**config.mk**
```make
export PLATFORM = sky130hd
export DESIGN_NAME = sincos_int_mc
export DESIGN_NICKNAME = d
export VERILOG_FILES = /design/src/rtl/sincos_pkg.sv /design/src/rtl/sincos_interp.sv /design/src/rtl/sincos_int_mc.sv
export SDC_FILE = /design/constraint.sdc
export NUM_CORES = 2
export LEC_CHECK = 0
export CORE_MARGIN = 5
export CORE_UTILIZATION = 62
export CTS_CLUSTER_SIZE = 24
export DETAILED_ROUTE_END_ITERATION = 8
export PLACE_DENSITY = 0.82
export SETUP_SLACK_MARGIN = 0.15
export SLEW_MARGIN = 20
export SYNTH_ARGS = -nofsm -noshare
export SYNTH_HDL_FRONTEND = slang
export SYNTH_SLANG_ARGS = --single-unit
```
**constraint.sdc**
```tcl
create_clock -name c -period 19.6 [get_ports c]
set_clock_uncertainty 0.1 [all_clocks]
set_input_delay 1.96 -clock c [delete_from_list [all_inputs] [get_ports c]]
set_output_delay 1.96 -clock c [all_outputs]
set_load 0.1 [all_outputs]
```
**src/rtl/sincos_pkg.sv**
```systemverilog
// Shared constants and helpers for the multi-channel quadrature NCO.
package sincos_pkg;

    localparam logic [1:0] Q0 = 2'd0;
    localparam logic [1:0] Q1 = 2'd1;
    localparam logic [1:0] Q2 = 2'd2;
    localparam logic [1:0] Q3 = 2'd3;

    // ROM word: delta in the low half, value in the high half
    localparam int unsigned DELTA_LSB = 0;

    function automatic int unsigned value_lsb(input int unsigned nbo);
        return nbo;
    endfunction

    function automatic int unsigned lat(input int unsigned rom_lat);
        return 6 + rom_lat;
    endfunction

    function automatic logic q_mirror(input logic [1:0] q);
        return (q == Q1) || (q == Q3);
    endfunction

    function automatic logic q_negative(input logic [1:0] q);
        return (q == Q2) || (q == Q3);
    endfunction

endpackage

```
**src/rtl/sincos_interp.sv**
```systemverilog
// One lane of table interpolation: multiply, add/round, clamp/sign (3 registered stages).
module sincos_interp #(
    parameter int unsigned NBO = 18,
    parameter int unsigned NBF = 12
) (
    input  logic           clk,
    input  logic           rst,
    input  logic           in_v,
    input  logic [NBO-1:0] value,
    input  logic [NBO-1:0] delta,
    input  logic [NBF-1:0] f,
    input  logic           neg,
    output logic [NBO-1:0] y
);

    localparam int unsigned PW = NBO + NBF + 1;
    localparam logic [PW-1:0] HALF = PW'(1) << (NBF - 1);
    localparam logic [NBO:0] MAXV = {2'b00, {(NBO-1){1'b1}}};

    logic           a_v, b_v;
    logic           a_neg, b_neg;
    logic [NBO-1:0] a_val;
    logic [PW-1:0]  a_prod;
    logic [NBO:0]   b_mag;

    logic [PW-1:0]  rnd_c;
    logic [NBO:0]   sum_c;
    logic [NBO:0]   clamp_c;

    always_comb begin
        rnd_c   = (a_prod + HALF) >> NBF;
        sum_c   = (NBO+1)'(a_val) + (NBO+1)'(rnd_c);
        clamp_c = (b_mag > MAXV) ? MAXV : b_mag;
    end

    // Output holds between valid samples
    always_ff @(posedge clk or posedge rst) begin
        if (rst) begin
            a_v    <= 1'b0;
            a_neg  <= 1'b0;
            a_val  <= '0;
            a_prod <= '0;
            b_v    <= 1'b0;
            b_neg  <= 1'b0;
            b_mag  <= '0;
            y      <= '0;
        end else begin
            a_v    <= in_v;
            a_neg  <= neg;
            a_val  <= value;
            a_prod <= PW'(delta) * PW'(f);
            b_v    <= a_v;
            b_neg  <= a_neg;
            b_mag  <= sum_c;
            if (b_v) begin
                y <= b_neg ? -NBO'(clamp_c) : NBO'(clamp_c);
            end
        end
    end

endmodule

```
**src/rtl/sincos_int_mc.sv**
```systemverilog
// Time-multiplexed multi-channel quadrature NCO with quarter-wave ROM and linear interpolation.
module sincos_int_mc
    import sincos_pkg::*;
#(
    parameter int unsigned NCH     = 4,
    parameter int unsigned NBA     = 24,
    parameter int unsigned NBR     = 10,
    parameter int unsigned NBO     = 18,
    parameter int unsigned ROM_LAT = 2,
    localparam int unsigned CW     = (NCH > 1) ? $clog2(NCH) : 1,
    localparam int unsigned NBF    = NBA - 2 - NBR
) (
    input  logic             c,
    input  logic             r,
    input  logic             fw_we,
    input  logic [CW-1:0]    fw_ch,
    input  logic [NBA-1:0]   fw_d,
    input  logic             acc_clr,
    input  logic             i_valid,
    input  logic [CW-1:0]    i_ch,
    input  logic [NBA-1:0]   i_phase,
    output logic [NBR-1:0]   rom_addr_s,
    output logic [NBR-1:0]   rom_addr_c,
    input  logic [2*NBO-1:0] rom_d_s,
    input  logic [2*NBO-1:0] rom_d_c,
    output logic             o_valid,
    output logic [CW-1:0]    o_ch,
    output logic [NBO-1:0]   o_sin,
    output logic [NBO-1:0]   o_cos
);

    localparam int unsigned VAL_LSB = value_lsb(NBO);
    localparam int unsigned MW      = 1 + CW + 2*NBF + 2;

    logic [NBA-1:0] acc  [NCH];
    logic [NBA-1:0] freq [NCH];

    logic           s1_v;
    logic [CW-1:0]  s1_ch;
    logic [NBA-1:0] s1_off, s1_acc;
    logic           s2_v;
    logic [CW-1:0]  s2_ch;
    logic [NBA-1:0] s2_phase;
    logic           s3_v;
    logic [CW-1:0]  s3_ch;
    logic [NBF-1:0] s3_fs, s3_fc;
    logic           s3_ns, s3_nc;

    logic [NBA-1:0] acc_sel_c;
    logic [1:0]     q_c, qc_c;
    logic [NBA-3:0] x_c, xs_c, xc_c;

    logic [MW-1:0]  s3_meta, rd_meta;
    logic           rd_v;
    logic [CW-1:0]  rd_ch;
    logic [NBF-1:0] rd_fs, rd_fc;
    logic           rd_ns, rd_nc;

    logic           a_v, b_v;
    logic [CW-1:0]  a_ch, b_ch;

    // A coincident clear zeroes the read-back before the sample and the update use it
    assign acc_sel_c = acc_clr ? '0 : acc[i_ch];

    always_ff @(posedge c or posedge r) begin
        if (r) begin
            for (int unsigned i = 0; i < NCH; i++) begin
                acc[i]  <= '0;
                freq[i] <= '0;
            end
        end else begin
            if (fw_we) begin
                freq[fw_ch] <= fw_d;
            end
            if (acc_clr) begin
                for (int unsigned i = 0; i < NCH; i++) begin
                    acc[i] <= '0;
                end
            end
            if (i_valid) begin
                acc[i_ch] <= acc_sel_c + freq[i_ch];
            end
        end
    end

    // Quadrant fold; cos is sin advanced by one quadrant
    always_comb begin
        q_c  = s2_phase[NBA-1 -: 2];
        qc_c = q_c + 2'(1);
        x_c  = s2_phase[NBA-3:0];
        xs_c = q_mirror(q_c)  ? ~x_c : x_c;
        xc_c = q_mirror(qc_c) ? ~x_c : x_c;
    end

    always_ff @(posedge c or posedge r) begin
        if (r) begin
            s1_v       <= 1'b0;
            s1_ch      <= '0;
            s1_off     <= '0;
            s1_acc     <= '0;
            s2_v       <= 1'b0;
            s2_ch      <= '0;
            s2_phase   <= '0;
            s3_v       <= 1'b0;
            s3_ch      <= '0;
            s3_fs      <= '0;
            s3_fc      <= '0;
            s3_ns      <= 1'b0;
            s3_nc      <= 1'b0;
            rom_addr_s <= '0;
            rom_addr_c <= '0;
        end else begin
            s1_v       <= i_valid;
            s1_ch      <= i_ch;
            s1_off     <= i_phase;
            s1_acc     <= acc_sel_c;
            s2_v       <= s1_v;
            s2_ch      <= s1_ch;
            s2_phase   <= s1_acc + s1_off;
            s3_v       <= s2_v;
            s3_ch      <= s2_ch;
            s3_fs      <= xs_c[NBF-1:0];
            s3_fc      <= xc_c[NBF-1:0];
            s3_ns      <= q_negative(q_c);
            s3_nc      <= q_negative(qc_c);
            rom_addr_s <= xs_c[NBA-3 -: NBR];
            rom_addr_c <= xc_c[NBA-3 -: NBR];
        end
    end

    assign s3_meta = {s3_v, s3_ch, s3_fs, s3_fc, s3_ns, s3_nc};

    // Side-band delay matching the external ROM read latency
    generate
        if (ROM_LAT == 0) begin : g_no_dly
            assign rd_meta = s3_meta;
        end else begin : g_dly
            logic [MW-1:0] dly [ROM_LAT];
            always_ff @(posedge c or posedge r) begin
                if (r) begin
                    for (int unsigned i = 0; i < ROM_LAT; i++) begin
                        dly[i] <= '0;
                    end
                end else begin
                    dly[0] <= s3_meta;
                    for (int unsigned i = 1; i < ROM_LAT; i++) begin
                        dly[i] <= dly[i-1];
                    end
                end
            end
            assign rd_meta = dly[ROM_LAT-1];
        end
    endgenerate

    assign {rd_v, rd_ch, rd_fs, rd_fc, rd_ns, rd_nc} = rd_meta;

    sincos_interp #(.NBO(NBO), .NBF(NBF)) u_sin (
        .clk   (c),
        .rst   (r),
        .in_v  (rd_v),
        .value (rom_d_s[VAL_LSB +: NBO]),
        .delta (rom_d_s[DELTA_LSB +: NBO]),
        .f     (rd_fs),
        .neg   (rd_ns),
        .y     (o_sin)
    );

    sincos_interp #(.NBO(NBO), .NBF(NBF)) u_cos (
        .clk   (c),
        .rst   (r),
        .in_v  (rd_v),
        .value (rom_d_c[VAL_LSB +: NBO]),
        .delta (rom_d_c[DELTA_LSB +: NBO]),
        .f     (rd_fc),
        .neg   (rd_nc),
        .y     (o_cos)
    );

    // Valid and channel tag ride alongside the three interpolation stages
    always_ff @(posedge c or posedge r) begin
        if (r) begin
            a_v     <= 1'b0;
            a_ch    <= '0;
            b_v     <= 1'b0;
            b_ch    <= '0;
            o_valid <= 1'b0;
            o_ch    <= '0;
        end else begin
            a_v     <= rd_v;
            a_ch    <= rd_ch;
            b_v     <= a_v;
            b_ch    <= a_ch;
            o_valid <= b_v;
            if (b_v) begin
                o_ch <= b_ch;
            end
        end
    end

endmodule

```
==> results by group <==
Drt
  – Met2 WL post-DR: 39800 um
  – Routed Antenna Nets: 0
  – Drt via density: 5.75
  – Top sig layer: met4
  – Drt pass-1 iters: 6
  – Routed WL per cell: 18.3 um
  – DRC errors left: 0
  – Met3 routed WL: about 5600 um
  – Via Count: between 20000 and 30000
  – Initial DRC Count: 2054
  – WL met1: 32100 um
  – WL final: 80300 um

Worst hold path
  – Worst min path class: reg2reg

Finish
  – Layout Nets: 4243
  – Fraction of layout cells with a size suffix above 1: 8.18%
  – Layout area overhead: 11.9%
  – Area of the multi-input gates: 20800 um2
  – Reg area: ~13000 um2
  – Fillers: 4103

Setup path
  – Arr. time, crit path: 7.46 ns
  – CP endpoint kind: flip-flop
  – CP startpoint kind: input pin
  – CP required: 19.96 ns
  – Critical Path Fanout Max: 12
  – Critical setup path kind: in2reg

Floorplanning
  – Core area: slightly below 60000 um2
  – Die Span X: 252 um
  – Die H: between 200 and 300 um
  – I/O pin count: around 190
  – Full die area: between 60000 and 70000 um2
  – Row count: 88
  – Starting density of the core: a little over three fifths

Timing
  – Fin crit period: 7.10 ns
  – Crit share post-route: 36.2%
  – Slew Viols, Final: 0
  – RSZ-0062 raised after global routing: no
  – Final setup TNS: 0 ns
  – Rel. slew slack: 30.3%
  – Measured slew at the worst slew-check pin: 1.04 ns
  – Final Hold Vio Count: 0
  – Setup Viol. Count Final: 0
  – Max frequency: ~140 MHz

Synth
  – Synthesis Warnings: 0
  – Share of the synthesized area in the top cell type: 36.9%
  – Syn Nets: ~4100
  – Top_reg_cell synth: dfrtp_1
  – Cell Area, Synth: 36400 um2
  – #FFs+latches synth: roughly 540
  – Number of flops mapped to enable cells by yosys: 0
  – Top cells by area, synth: dfrtp_1, fa_1, ha_1
  – Synth area leader: dfrtp_1
  – Mean Syn Cell Area: 10.5 um2
  – FFs w/ async S/R, synth: 100%
  – Register area share after synthesis: 36.9%
  – Cell variety after synth: 76
  – Cell count after synthesis: 3463

Global route
  – Vias in the first global route: 26700
  – Total grt overflow: 0
  – Largest net degree at the start of global routing: between 150 and 200
  – Initial antenna violation count: 1
  – All-Layer GR Usage: 25.6%
  – Global-route wire length before repair: 133000 um

CTS
  – Root Buffer Master: clkbuf_16
  – Clock Latency Late Sink: 0.64 ns
  – CTS tree: done
  – Post-CTS Hold Fix Bufs: 0
  – CTS Sinks: roughly 540
  – Post-CTS resize count: 0
  – # H-tree levels: 2
  – Postcts setup bufs: 0
  – Longest Clk Path Bufs: 3
  – Clock-pin slew on the worst setup and hold paths: approximately 0.060 ns
  – TritonCTS Buffers: 54

Place
  – IO buf count: 187
  – RePlAce Congestion: approximately 0.93
  – Placed wire-length estimate: 58800 um

Outcome
  – Status: complete, no violations

Job
  – Total of max-cap violations: 0
-- state kept, by name (all words and copies together), names as in the netlist, 19 cells and up --
| register | count |
|---|---|
| acc | 96 |
| freq | 96 |
| g_dly.dly | 29 |
| rd_meta | 29 |
| s1_acc | 24 |
| s1_off | 24 |
| s2_phase | 24 |
| u_cos.a_prod | 19 |
| u_cos.b_mag | 19 |
| u_sin.a_prod | 19 |
| u_sin.b_mag | 19 |
-- metrics by stage --
stage          setup WS, ns  instance area, um2  instances  hold WS, ns  utilization [%]
6_report              12.50               40800       4385        0.243             70.4
5_1_grt               12.13               40800       4385        0.241             70.4
2_1_floorplan          2.50               36400       3463        0.231                -
3_3_place_gp          12.03               38900       4283        0.231             67.1
3_5_place_dp          11.94               38900       4283        0.235             67.1
4_1_cts               12.54               40800       4384        0.233             70.4
-- cell usage after synthesis, drive strengths merged, types with 111 or more instances --
cell type  number
o21ai         121
and2          170
clkbuf        133
inv           427
dfrtp         538
mux2          111
a21oi         115
nand2         429
nand3         125
ha            218
fa            322
xnor2         138
nor2          126
-- area by class of cell --
class                      count  share of cell area, %
timing repair buffer         205                   4.95
clock buffer                  67                   3.63
tap                          765                   2.35
multi-input combinational   2347                   51.0
inverter                     428                   3.96
sequential                   538                   33.0
clock inverter                34                   1.06
antenna                        1                0.00613
-- layer usage --
layer,vias up,global-route usage (%)
li1,11600,-
met1,12500,33.5
met2,958,43.6
met3,215,4.69
met4,0,8.72
met5,-,0
-- placed cells by master (no fill, tap or decap), drive strengths merged, types with 125 or more instances in the layout --
cell type	synthesis	layout
nand3	125	125
clkdlybuf4s50	0	185
xnor2	138	138
nor2	126	126
dfrtp	538	538
nand2	429	429
inv	427	430
fa	322	322
and2	170	170
ha	218	218
-- critical path, cell delays in order --
cell and delay, ns:
clkdlybuf4s50_1 0.62, and2_1 0.29, fa_1 0.53, inv_1 0.06, fa_1 0.53, inv_1 0.05, fa_1 0.46, fa_1 0.50
inv_1 0.05, fa_1 0.47, inv_1 0.04, ha_1 0.32, and2_1 0.20, nor3_1 0.12, o21ai_0 0.14, o21ai_1 0.24
a211o_1 0.22, nand2_1 0.12, o211a_1 0.26, a311o_1 0.28
-- cell families (layout without fill, tap and decap cells) --
| family | Yosys count | in the layout | synth area share [%] |
|---|---|---|---|
| AND/OR/NAND/NOR | 1025 | 1025 | 13.4 |
| XOR/XNOR | 191 | 191 | 4.59 |
| adder cells (fa/ha/maj) | 540 | 540 | 25.2 |
| flip-flops | 538 | 538 | 36.9 |
| other | 0 | 1 | 0 |
| multiplexers | 161 | 161 | 6.45 |
| AO/OA/AOI/OAI | 430 | 430 | 7.49 |
| buffers and inverters | 578 | 734 | 5.95 |
-- final timing paths --
check / start / endpoint / slack (ns) / cells past startpoint
worst max-delay path: rom_d_s[5] / u_sin.a_prod[28] / 12.50 / 20
worst min-delay path: rd_meta[28] / u_cos.a_v / 0.24 / 0
worst max register to register: rd_meta[17] / u_sin.a_prod[28] / 13.77 / 18
worst min register to register: rd_meta[28] / u_cos.a_v / 0.24 / 0
max in group asynchronous: r / rd_meta[7] / 15.67 / 4
min in group asynchronous: r / u_cos.y[5] / 1.81 / 2
Power is left out: the tool's default activity adds up to more than one toggle a clock period on the data nets, which glitch-free logic cannot reach.
